File: config.mk
export PLATFORM = sky130hd
export DESIGN_NAME = simd_alu_shift_operand_stage
export DESIGN_NICKNAME = d
export VERILOG_FILES = /design/src/rtl/simd_alu_pkg.sv /design/src/rtl/simd_alu_shift_count_prep.sv /design/src/rtl/simd_alu_shift_operand_stage.sv
export SDC_FILE = /design/constraint.sdc
export NUM_CORES = 2
export LEC_CHECK = 0
export CORE_AREA = 2 2 407 409
export CTS_CLUSTER_SIZE = 12
export DETAILED_ROUTE_END_ITERATION = 16
export DIE_AREA = 0 0 409 411
export DONT_BUFFER_PORTS = 1
export HOLD_SLACK_MARGIN = 0.06
export SYNTH_ARGS = -nofsm -noshare
export SYNTH_HDL_FRONTEND = slang
export SYNTH_HIERARCHICAL = 1
export SYNTH_SLANG_ARGS = --single-unit
File: constraint.sdc
create_clock -name clk -period 38.5 [get_ports clk]
set_input_delay 7.7 -clock clk [delete_from_list [all_inputs] [get_ports clk]]
set_output_delay 7.7 -clock clk [all_outputs]
set_load 0.02 [all_outputs]
File: src/rtl/simd_alu_pkg.sv
// Shared types and constants for the SIMD ALU datapath (adder, shifter and
// the shifter operand-issue stage).
package simd_alu_pkg;

  localparam int SIMD_DATA_WIDTH            = 256;
  localparam int SIMD_ADDER_DATA_MODE_WIDTH = 2;

  // Lane-size code carried on data_mode.
  typedef enum logic [1:0] {
    MODE_8  = 2'd0,
    MODE_16 = 2'd1,
    MODE_32 = 2'd2,
    MODE_64 = 2'd3
  } simd_mode_e;

  // One shifter request as held in the issue-stage registers.
  typedef struct packed {
    logic [SIMD_DATA_WIDTH-1:0]            a;
    logic [SIMD_DATA_WIDTH-1:0]            b;
    logic [SIMD_ADDER_DATA_MODE_WIDTH-1:0] data_mode;
    logic                                  left;
  } shift_req_t;

  // Lane width in bits for a lane-size code.
  function automatic int lane_width(input simd_mode_e mode);
    return 8 << mode;
  endfunction

endpackage

File: src/rtl/simd_alu_shift_count_prep.sv
// Combinational shift-count normalisation: optional broadcast of a scalar
// count from b[7:0] to every lane, then a per-lane clamp to the lane width
// so a count of W (or more) means "every bit shifted out".
module simd_alu_shift_count_prep #(
  parameter int SIMD_DATA_WIDTH            = 256,
  parameter int SIMD_ADDER_DATA_MODE_WIDTH = 2
) (
  input  logic [SIMD_DATA_WIDTH-1:0]            i_b,
  input  logic [SIMD_ADDER_DATA_MODE_WIDTH-1:0] i_data_mode,
  input  logic                                  i_scalar,
  output logic [SIMD_DATA_WIDTH-1:0]            o_b
);
  import simd_alu_pkg::*;

  // Normalised counts computed for every lane size; the mode picks one.
  logic [3:0][SIMD_DATA_WIDTH-1:0] w_b_by_mode;

  for (genvar m = 0; m < 4; m++) begin : g_mode
    localparam int LW = lane_width(simd_mode_e'(m));
    localparam int NL = SIMD_DATA_WIDTH / LW;
    for (genvar l = 0; l < NL; l++) begin : g_lane
      logic [LW-1:0] w_raw;
      assign w_raw = i_scalar ? LW'(i_b[7:0]) : i_b[l*LW +: LW];
      // Unsigned clamp: anything past the lane width saturates at LW.
      assign w_b_by_mode[m][l*LW +: LW] = (w_raw > LW'(LW)) ? LW'(LW) : w_raw;
    end
  end

  // Select the normalised count vector for the requested lane size.
  always_comb begin
    o_b = w_b_by_mode[3];
    case (i_data_mode)
      MODE_8:  o_b = w_b_by_mode[0];
      MODE_16: o_b = w_b_by_mode[1];
      MODE_32: o_b = w_b_by_mode[2];
      MODE_64: o_b = w_b_by_mode[3];
      default: o_b = w_b_by_mode[3];
    endcase
  end

endmodule

File: src/rtl/simd_alu_shift_operand_stage.sv
// Registered operand-issue stage in front of the SIMD shifter. Counts are
// normalised on the input side, then the request is held in a 2-entry skid
// buffer (main M drives the outputs, skid S catches the one request that
// arrives while M is stalled).
//
// Handshake: a transfer happens on a rising edge when valid & ready are both
// high on that side. Once out_valid is high, out_* hold steady until the
// edge where out_ready is seen high. in_ready is a function of registered
// state and rst only, never of out_ready.
//
// The widths of shift_req_t come from simd_alu_pkg, so the parameters must
// match the package constants.
module simd_alu_shift_operand_stage #(
  parameter int SIMD_DATA_WIDTH            = 256,
  parameter int SIMD_ADDER_DATA_MODE_WIDTH = 2
) (
  input  logic                                  clk,
  input  logic                                  rst,
  input  logic                                  in_valid,
  output logic                                  in_ready,
  input  logic [SIMD_DATA_WIDTH-1:0]            in_a,
  input  logic [SIMD_DATA_WIDTH-1:0]            in_b,
  input  logic [SIMD_ADDER_DATA_MODE_WIDTH-1:0] in_data_mode,
  input  logic                                  in_left,
  input  logic                                  in_scalar,
  output logic                                  out_valid,
  input  logic                                  out_ready,
  output logic [SIMD_DATA_WIDTH-1:0]            out_a,
  output logic [SIMD_DATA_WIDTH-1:0]            out_b,
  output logic [SIMD_ADDER_DATA_MODE_WIDTH-1:0] out_data_mode,
  output logic                                  out_left,
  output logic [1:0]                            o_dbg_state
);
  import simd_alu_pkg::*;

  // Buffer occupancy encoded as {S.valid, M.valid}.
  typedef enum logic [1:0] {
    ST_EMPTY = 2'b00,
    ST_ONE   = 2'b01,
    ST_FULL  = 2'b11
  } buf_state_e;

  buf_state_e r_state;
  shift_req_t r_m;
  shift_req_t r_s;

  logic [SIMD_DATA_WIDTH-1:0] w_b_norm;
  shift_req_t                 w_req;
  logic                       w_accept;
  logic                       w_drain;

  simd_alu_shift_count_prep #(
    .SIMD_DATA_WIDTH            (SIMD_DATA_WIDTH),
    .SIMD_ADDER_DATA_MODE_WIDTH (SIMD_ADDER_DATA_MODE_WIDTH)
  ) u_count_prep (
    .i_b         (in_b),
    .i_data_mode (in_data_mode),
    .i_scalar    (in_scalar),
    .o_b         (w_b_norm)
  );

  // Incoming request with its counts already normalised.
  always_comb begin
    w_req           = '0;
    w_req.a         = in_a;
    w_req.b         = w_b_norm;
    w_req.data_mode = in_data_mode;
    w_req.left      = in_left;
  end

  assign in_ready  = ~rst & (r_state != ST_FULL);
  assign out_valid = (r_state != ST_EMPTY);
  assign w_accept  = in_valid & in_ready;
  assign w_drain   = out_valid & out_ready;

  // Skid-buffer control: occupancy plus M/S data movement.
  always_ff @(posedge clk or posedge rst) begin
    if (rst) begin
      r_state <= ST_EMPTY;
      r_m     <= '0;
      r_s     <= '0;
    end else begin
      case (r_state)
        ST_EMPTY: begin
          if (w_accept) begin
            r_m     <= w_req;
            r_state <= ST_ONE;
          end
        end
        ST_ONE: begin
          if (w_accept && w_drain) begin
            r_m <= w_req;
          end else if (w_accept) begin
            r_s     <= w_req;
            r_state <= ST_FULL;
          end else if (w_drain) begin
            r_state <= ST_EMPTY;
          end
        end
        ST_FULL: begin
          // in_ready is low here, so only a drain can happen.
          if (w_drain) begin
            r_m     <= r_s;
            r_s     <= '0;
            r_state <= ST_ONE;
          end
        end
        default: begin
          r_state <= ST_EMPTY;
        end
      endcase
    end
  end

  assign out_a         = r_m.a;
  assign out_b         = r_m.b;
  assign out_data_mode = r_m.data_mode;
  assign out_left      = r_m.left;
  assign o_dbg_state   = r_state;

endmodule

==> flow_summary_export.csv <==
group,metric,value,unit
layout,fillers,16370,
worst_setup_path,rrSetupSlack,31.83,ns
worst_setup_path,slowest_stage,"nor2_1",
logic_synthesis,syn_inst,5449,
layout,multi_input_area,23860,um^2
global_route,first_global_vias,36280,
sta,finalSetupViolCount,0,
cts,clockBufferDepth,3,
sta,worst_slack,22.80,ns
logic_synthesis,syn_avg_cell_area,9.596,um^2
layout,register_area,25820,um^2
cts,cts_buffers,114,
logic_synthesis,yosys_register_bits,1032,
worst_setup_path,cp.arrival,8.00,ns
detailed_routing,ant_nets,0,
logic_synthesis,synth_edf_count,0,
logic_synthesis,synth_cell_type_count,85,
power_and_ir_drop,powerDensity,85.05,nW/um^2
sta,rsz0062_at_grt,"false",
worst_hold_path,holdCritStartpoint,"r_s[287]",
global_route,overflow,0,
power_and_ir_drop,irDropWorstVdd,0.00006270,V
detailed_routing,routed_wl,169500,um
worst_setup_path,path_buf_inv,0,
sta,worstMarginPinSlew,1.433,ns
placement,pre_cts_ws,22.80,ns
cts,cts_setup_buffers,0,
placement,dpl.hpwl,121700,um
worst_setup_path,cp.required,30.80,ns
worst_hold_path,min_to,"r_s[287]",
floorplan,ios,1039,
sta,finClkSkew,0.05818,ns
cts,root_buffer,"clkbuf_16",
detailed_routing,vias,37620,
logic_synthesis,synth.most_common_cell,"nand2_1",
placement,routabilityCongestion,0.8925,
worst_setup_path,path_class,"in2out",
detailed_routing,drt_iter0_markers,3487,
detailed_routing,first_pass_iters,6,
sta,period_needed,15.70,ns
cts,cts.sinks,1032,
floorplan,core,163900,um^2
detailed_routing,route.detailed.drc,0,
cts,cts_tree,"done",
detailed_routing,viasPerCell,4.974,
worst_setup_path,cp_cell_sequence,"nor2_1",
logic_synthesis,yosysTopAreaCellShare,49.39,%
worst_setup_path,r2r_start,"o_dbg_state[0]",
cts,cts_hold_buf,0,
status,status,"finished clean",
run,cap_violations,0,
floorplan,rows,149,
worst_setup_path,critPathCaptureType,"output pin",
global_route,antenna_found_initial,16,
sta,fin_crit_sh,40.77,%
layout,stdcell_count,7564,
worst_setup_path,path_max_fanout,5,
logic_synthesis,netlist_top_cells_area,"dfrtp_1 49%, nand2_1 12%, mux2_4 10%",
placement,io_buffers,0,
cts,cts_resized,0,
worst_hold_path,hold_path.class,"reg2reg",
layout,fin_nets,5796,
logic_synthesis,synth_seq_area_share,49.39,%
global_route,grt.total_usage,19.50,%
detailed_routing,wire_per_inst,22.41,um
sta,finalSetupTns,0,ns
global_route,grt_max_degree,232,
logic_synthesis,synth_warnings,6,
placement,dp.cells,7345,
sta,hold_viol_final,0,
sta,maxSlewViolCount,0,
worst_setup_path,reg2reg_depth,10,
logic_synthesis,synth_flop_cell,"dfrtp_1",
power_and_ir_drop,p_leak,27.08,nW
floorplan,fp.dieW,409,um
cts,clkSlewWorstSetupHoldPaths,0.06,ns
worst_setup_path,r2r_end,"out_b[227]",
logic_synthesis,synth_area,52290,um^2
worst_setup_path,max_stage_delay,0.30,ns
floorplan,die_h,411,um
sta,fmax,63.71,MHz
floorplan,fp.dieArea,168100,um^2
worst_setup_path,cpLargestDelayFamily,"simple AND/OR/NAND/NOR gates",
placement,placed_area,53090,um^2
power_and_ir_drop,power,4.840,mW
floorplan,start_util,31.91,%
cts,clkLatencyLatePin,0.78,ns
logic_synthesis,synth-async-reset-ratio,100.0,%
layout,drive_above_1_share,15.02,%
layout,area_delta_synth_final,8.837,%
worst_setup_path,start_kind,"primary input",
logic_synthesis,synth_area_leader_cell,"dfrtp_1",
cts,h-tree-depth,3,
logic_synthesis,synthTopCellsByCount,"1706 x nand2_1, 1032 x dfrtp_1, 519 x nand2b_1",
layout,stdcell_area,56910,um^2
global_route,grt_pass1_wl,247000,um
worst_hold_path,hold_depth,2,
sta,relSlewSlack,3.575,%
[kinds of logic after synthesis]
logic type	count (synthesis)	share of synthesized area (%)
buffers and inverters	483	5.805
AOI/OAI and AO/OA	858	8.959
adders and majority gates	4	0.09572
DFF	1032	49.39
other	1	0.007172
muxes	532	13.95
and+or+nand+nor	2539	21.80
[flip-flops by register name, summed over array words and instances, names as in the netlist]
name           flops
r_s              515
o_dbg_state        2
out_left           1
out_a            256
out_b            256
out_data_mode      2
[routing by layer]
metal  global-route usage, %  wire (um)  up-vias
met5                       0         41        -
met1                   25.08      70360    18300
met4                   7.100       5663        6
met2                   30.71      77670     1566
li1                        -          -    17430
met3                   6.151      15760      316
[worst max path at each step]
stage / from / to / slack [ns] / cells after the start
after CTS: rst / in_ready / 22.80 / 1
final: rst / in_ready / 22.80 / 1
after global placement: rst / in_ready / 22.79 / 1
after detailed placement: rst / in_ready / 22.80 / 1
after global routing: rst / in_ready / 22.79 / 1
after floorplan: rst / o_dbg_state[0] / 1.76 / 1
[placed cells by master, fill, tap and decap left out, types with 6 or more instances in the layout]
master,count
o31ai_1,6
mux2_2,170
nand3_1,9
or4_1,7
nor4_1,29
a31oi_1,34
nor3_1,75
nand2b_1,519
and3_1,6
buf_12,7
clkbuf_16,115
or3_1,9
mux2i_1,11
a21oi_2,6
clkinv_2,19
nor3b_1,9
clkbuf_1,32
a21boi_1,9
nand2_1,1701
dfrtp_1,1032
a21oi_1,130
conb_1,100
o21a_1,9
mux2_4,350
nor2_1,118
buf_4,54
o21ai_1,236
nor2b_1,9
o21ai_0,352
inv_1,28
diode_2,10
a21o_1,14
nor3_2,7
a211oi_1,8
clkbuf_8,26
o211ai_1,7
[power by group]
group | leakage, nW | switching, mW | internal [mW]
Sequential | 13.0 | 0.676 | 1.55
Clock | 1.87 | 0.471 | 0.637
Combinational | 12.2 | 0.733 | 0.775
Total | 27.1 | 1.88 | 2.96
[metrics by stage]
stage	hold slack (ns)	utilization (%)
2_1_floorplan	0.4485	-
3_3_place_gp	0.4611	32.40
3_5_place_dp	0.4703	32.40
4_1_cts	0.4833	34.71
5_1_grt	0.4986	34.72
6_report	0.4770	34.73
[layout make-up]
cell class              instances  share of cell area (%)
flip-flops and latches       1032                   45.38
multi-input cells            4033                   41.92
clock buffers                 173                   5.896
well taps                    2189                   4.813
repair buffers                 61                  0.9586
clock inverters                36                  0.7739
inverters                      30                  0.2155
diodes                         10                 0.04397
Power figures use the tool's default switching activity.
